==> src/rtl/pwm_capture.sv <==
// pwm_capture: measures period and high time of a PWM input in clock cycles.
// One result per completed period is reported with a single-cycle valid strobe.
// A stuck (0 % / 100 %) input is flagged after a programmable number of cycles
// without a qualifying edge, along with the level the input was stuck at.
module pwm_capture #(
    parameter int unsigned CNT_W   = 24,
    parameter int unsigned TIMEOUT = 5000000
) (
    input  logic             i_clk,
    input  logic             i_rst_n,
    input  logic             i_pwm_in,
    output logic [CNT_W-1:0] o_period,
    output logic [CNT_W-1:0] o_high_t,
    output logic             o_valid,
    output logic             o_stuck,
    output logic             o_level
);

    localparam logic [CNT_W-1:0] TIMEOUT_C   = CNT_W'(TIMEOUT);
    localparam logic [CNT_W-1:0] CNT_ONE     = CNT_W'(1);
    localparam logic [1:0]       WARM_CYCLES = 2'd3;

    typedef enum logic [2:0] {
        ST_IDLE,
        ST_FIRST_H,
        ST_FIRST_L,
        ST_HIGH,
        ST_LOW
    } state_t;

    // Synchronizer chain and edge-detect history
    logic             r_sync1;
    logic             r_sync2;
    logic             r_sync3;
    logic [1:0]       r_warm;

    // Measurement state
    logic [CNT_W-1:0] r_cnt;
    logic [CNT_W-1:0] r_hi_cnt;
    state_t           r_state;
    state_t           w_state_nxt;

    // Registered outputs
    logic [CNT_W-1:0] r_period;
    logic [CNT_W-1:0] r_high_t;
    logic             r_valid;
    logic             r_stuck;
    logic             r_level;

    // Decoded events
    logic             w_warm_done;
    logic             w_rise;
    logic             w_fall;
    logic             w_cnt_sat;
    logic             w_timeout;
    logic             w_report;
    logic             w_hi_capture;

    // Edges are suppressed until the history flop holds a real sample, so an
    // input that is already high at reset release is not seen as a rise.
    assign w_warm_done  = (r_warm == WARM_CYCLES);
    assign w_rise       = w_warm_done &  r_sync2 & ~r_sync3;
    assign w_fall       = w_warm_done & ~r_sync2 &  r_sync3;
    assign w_cnt_sat    = (r_cnt == TIMEOUT_C);

    // An edge coinciding with saturation wins; an already-stuck idle input
    // does not keep re-arming the timeout.
    assign w_timeout    = w_cnt_sat & ~w_rise & ~w_fall
                        & ~((r_state == ST_IDLE) & r_stuck);
    assign w_report     = (r_state == ST_LOW)  & w_rise;
    assign w_hi_capture = (r_state == ST_HIGH) & w_fall;

    // Two-flop synchronizer followed by the previous-sample flop for edge detect
    always_ff @(posedge i_clk or negedge i_rst_n) begin
        if (!i_rst_n) begin
            r_sync1 <= 1'b0;
            r_sync2 <= 1'b0;
            r_sync3 <= 1'b0;
        end else begin
            r_sync1 <= i_pwm_in;
            r_sync2 <= r_sync1;
            r_sync3 <= r_sync2;
        end
    end

    // Warm-up counter: gates edge detection for the first cycles after reset
    always_ff @(posedge i_clk or negedge i_rst_n) begin
        if (!i_rst_n) begin
            r_warm <= 2'd0;
        end else if (!w_warm_done) begin
            r_warm <= r_warm + 2'd1;
        end
    end

    // Cycle counter: restarts at 1 on every rise, otherwise saturates at TIMEOUT
    always_ff @(posedge i_clk or negedge i_rst_n) begin
        if (!i_rst_n) begin
            r_cnt <= '0;
        end else if (w_rise) begin
            r_cnt <= CNT_ONE;
        end else if (!w_cnt_sat) begin
            r_cnt <= r_cnt + CNT_ONE;
        end
    end

    // High-time capture on the falling edge of a tracked period
    always_ff @(posedge i_clk or negedge i_rst_n) begin
        if (!i_rst_n) begin
            r_hi_cnt <= '0;
        end else if (w_hi_capture) begin
            r_hi_cnt <= r_cnt;
        end
    end

    // State register
    always_ff @(posedge i_clk or negedge i_rst_n) begin
        if (!i_rst_n) begin
            r_state <= ST_IDLE;
        end else begin
            r_state <= w_state_nxt;
        end
    end

    // Next-state logic: the period started after IDLE is always discarded
    always_comb begin
        w_state_nxt = r_state;
        case (r_state)
            ST_IDLE: begin
                if (w_rise) w_state_nxt = ST_FIRST_H;
            end
            ST_FIRST_H: begin
                if (w_fall) w_state_nxt = ST_FIRST_L;
            end
            ST_FIRST_L: begin
                if (w_rise) w_state_nxt = ST_HIGH;
            end
            ST_HIGH: begin
                if (w_fall) w_state_nxt = ST_LOW;
            end
            ST_LOW: begin
                if (w_rise) w_state_nxt = ST_HIGH;
            end
            default: begin
                w_state_nxt = ST_IDLE;
            end
        endcase
        if (w_timeout) begin
            w_state_nxt = ST_IDLE;
        end
    end

    // Result registers: publish on a full period, clear and flag on timeout
    always_ff @(posedge i_clk or negedge i_rst_n) begin
        if (!i_rst_n) begin
            r_period <= '0;
            r_high_t <= '0;
            r_valid  <= 1'b0;
            r_stuck  <= 1'b0;
            r_level  <= 1'b0;
        end else begin
            r_valid <= 1'b0;
            if (w_report) begin
                r_period <= r_cnt;
                r_high_t <= r_hi_cnt;
                r_valid  <= 1'b1;
                r_stuck  <= 1'b0;
                r_level  <= 1'b0;
            end else if (w_timeout) begin
                r_period <= '0;
                r_high_t <= '0;
                r_stuck  <= 1'b1;
                r_level  <= r_sync2;
            end
        end
    end

    assign o_period = r_period;
    assign o_high_t = r_high_t;
    assign o_valid  = r_valid;
    assign o_stuck  = r_stuck;
    assign o_level  = r_level;

endmodule
==> config.mk <==
export PLATFORM = sky130hd
export DESIGN_NAME = pwm_capture
export DESIGN_NICKNAME = d
export VERILOG_FILES = /design/src/rtl/pwm_capture.sv
export SDC_FILE = /design/constraint.sdc
export NUM_CORES = 1
export LEC_CHECK = 0
export ABC_CLOCK_PERIOD_IN_PS = 5400
export BUFFER_PORTS_ARGS = -buffer_cell sky130_fd_sc_hd__clkbuf_2
export CAP_MARGIN = 30
export CORE_MARGIN = 4
export CORE_UTILIZATION = 30
export CTS_CLUSTER_DIAMETER = 100
export DETAILED_ROUTE_END_ITERATION = 16
export HOLD_SLACK_MARGIN = 0.08
export PLACE_DENSITY = 0.48
export SLEW_MARGIN = 20
export SYNTH_ARGS = -nofsm -noshare
export SYNTH_HDL_FRONTEND = slang
export SYNTH_SLANG_ARGS = --single-unit
==> constraint.sdc <==
create_clock -name i_clk -period 5.4 [get_ports i_clk]
set_input_delay 1.08 -clock i_clk [delete_from_list [all_inputs] [get_ports i_clk]]
set_output_delay 1.08 -clock i_clk [all_outputs]
set_load 0.1 [all_outputs]
==> flow_summary.json <==
{
  "status": "finished clean",
  "rrSetupSlack_ps": 2890,
  "setup_slack_ps": 2890,
  "critPathRequiredTime_ps": 5610,
  "final_util": 0.357,
  "ios": 54,
  "synth_top_area_share": 0.568,
  "cts_num_sinks": 107,
  "drive_above_1_share": 0.258,
  "max_freq_ghz": 0.399,
  "end_kind": "flop",
  "detail_route.vias_per_cell": 4.76,
  "synthArstFlopShare": 1.00,
  "worst-path-stages": 7,
  "rsz0062_at_grt": "no",
  "yosys_register_bits": 107,
  "clkPwrFrac": 0.357,
  "synth.area.top_cells": "dfrtp_1 (57%), nand2_1 (8.3%), mux2_2 (6.0%)",
  "cp-startpoint": "r_cnt[0]",
  "holdPathStages": 0,
  "antenna_found_initial": 0,
  "synth_edf_count": 0,
  "seq_power_share": 0.485,
  "die_x_um": 133,
  "fin_nets": 493,
  "hold_path_class": "reg -> reg",
  "intPower_w": 0.00130,
  "grt_start_max_net_pins": 68,
  "relSlewSlack": 0.553,
  "numCtsBuffers": 9,
  "place_congestion": 0.753,
  "cts_tree": "done",
  "synth_flop_cell": "dfrtp_1",
  "cts_buffer_depth": 2,
  "worstPathMaxFanout": 53,
  "synth.distinct_cells": 45,
  "syn_to_final_growth_pct": 16.2,
  "grt_pass1_wl_mm": 18.1,
  "drv_slew": 0,
  "synth_area_um2": 4710,
  "h-tree-depth": 3,
  "start_util": 0.308,
  "cp_slowest_cell": "buf_4",
  "clk-insertion-delay-late_ps": 360,
  "ctsHoldBuffers": 0,
  "drc": 0,
  "dr.pass1.iters": 4,
  "grt_pass1_vias": 3468,
  "syn_nets": 449,
  "fin_total_pwr_w": 0.00190,
  "cp.buffers_inverters": 2,
  "endpoint": "o_high_t[12]",
  "die_area_um2": 17800,
  "numPortBuffers": 53,
  "n_antenna_cell": 0,
  "finish.instance_area_um2": 5470,
  "r2r-end": "o_high_t[12]",
  "cts_root_buf": "clkbuf_16",
  "tightest_slew_ps": 670,
  "ir_worst_vdd_mv": 0.149,
  "cp-start-kind": "flop",
  "die_y_um": 133,
  "layout_min_cycle_time_ps": 2510,
  "period_share": 0.464,
  "crit_chain": "inv_1, ha_1, nor4b_4, nand4_2, a2111oi_4, buf_4, o21ai_0",
  "post_cts_buffers": 0,
  "grtUsageTotal": 0.127,
  "ys_warn_count": 0,
  "pwr-share-comb": 0.158,
  "avgSynthCellArea_um2": 10.6,
  "skew_ps": 9.65,
  "r2r-start": "r_cnt[0]",
  "rows": 45,
  "syn_inst": 443,
  "yosys.area.top_type": "dfrtp_1",
  "p_switching_w": 0.000603,
  "nFillCells": 1592,
  "r2r_cells": 7,
  "ys_seq_area_frac": 0.568,
  "hold_viol": 0,
  "critPathMaxStageDelay_ps": 600,
  "crit_arrival_ps": 2710,
  "placed_area_um2": 5130,
  "hpwl_mm": 6.83,
  "antenna_left": 0,
  "clkTransAtPathRegs_ps": 70,
  "preCtsSetupSlack_ps": 2860,
  "overflow": 0,
  "p_sw_frac": 0.316,
  "cp_top_family": "buffers and inverters",
  "core_um2": 15300,
  "finalSetupViolCount": 0,
  "wl_mm": 10.6,
  "drt_iter0_drc": 143,
  "power_density_nw_per_um2": 348,
  "vias": 3349,
  "drv_cap": 0,
  "setup_tns_ps": 0,
  "post_cts_resize_count": 0,
  "leakage_nw": 2.47,
  "wl_per_cell_um": 15.1,
  "path_class": "reg -> reg"
}
cells in the mapped netlist, types with 4 or more instances:
cell type / count
mux2_2: 25
o22ai_1: 6
and3_1: 4
xnor2_1: 4
dfrtp_1: 107
nand4_1: 6
inv_1: 5
buf_1: 4
o21ai_0: 37
buf_2: 5
nand2_1: 104
or3_1: 9
xor2_1: 7
clkbuf_1: 11
buf_6: 6
a21oi_1: 16
o21ai_2: 20
nor2_1: 11
and4_1: 6
nand3_1: 12
worst min path at each step:
stage	start	endpoint
floorplan	r_sync1	r_sync2
global placement	r_sync1	r_sync2
detailed placement	r_sync1	r_sync2
CTS	r_sync1	r_sync2
global route	r_sync1	r_sync2
finish	r_sync1	r_sync2
flip-flops by register name, summed over array words and instances, names as in the netlist:
register and count:
r_hi_cnt 24, o_stuck 1, r_warm 2, r_sync3 1
r_cnt 24, r_sync1 1, o_level 1, o_valid 1
o_period 24, r_state 3, o_high_t 24, r_sync2 1
cells in the final DEF (no fill, tap or decap), drive strengths merged, types with 2 or more instances in the layout:
cell,synthesis,final
nand2b,3,3
and4,6,6
xnor2,4,4
clkbuf,12,61
clkinv,1,2
nand3,12,12
nor3,3,3
mux2,25,25
o22ai,6,6
a21oi,16,16
nor4b,3,3
xor2,7,7
nor2b,3,3
buf,15,8
nand4,7,7
o21ai,58,58
ha,3,3
nor2,11,11
nor3b,2,2
inv,5,9
dfrtp,107,107
nand2,104,104
mux2i,2,2
and3,4,4
or3,9,9
and2,3,3
power by group through the flow:
stage | sequential (W) | clock [W] | combinational, W
after floorplan | 0.00103 | 0 | 0.000135
after global placement | 0.000940 | 0 | 0.000296
after detailed placement | 0.000940 | 0 | 0.000301
after CTS | 0.000925 | 0.000709 | 0.000302
after global routing | 0.000933 | 0.000734 | 0.000325
final | 0.000923 | 0.000680 | 0.000301
final cells by class:
type | count | area [um^2] | share of cell area
Tap cell | 211 | 264 | 0.0482
Sequential cell | 107 | 2680 | 0.489
Clock inverter | 7 | 80.1 | 0.0146
Inverter | 6 | 22.5 | 0.00412
Timing Repair Buffer | 60 | 344 | 0.0629
Clock buffer | 9 | 225 | 0.0412
Multi-Input combinational cell | 303 | 1860 | 0.340
cells by family (layout without fill, tap and decap cells):
group,after synthesis,count (layout),share of synthesized area
compound gates,86,86,0.117
xor+xnor,11,11,0.0205
fa+ha+maj,3,3,0.00797
buf+inv,33,82,0.0374
flops,107,107,0.568
mux,27,27,0.0640
simple gates,176,176,0.185
per-stage QoR:
| step | hold slack (ps) | instances |
|---|---|---|
| floorplan | 331 | 443 |
| global placement | 332 | 685 |
| detailed placement | 350 | 685 |
| CTS | 366 | 701 |
| global route | 376 | 703 |
| finish | 366 | 703 |
per-layer routing:
layer  GRT usage  vias to the layer above  part of all wire
met4      0.0411                        0             0.012
met5           0                        -                 0
met3      0.0355                        8             0.055
met1       0.172                     1630              0.48
li1            -                     1628                 -
met2       0.197                       83              0.45
Note: power is estimated with default switching activity, not from simulation.
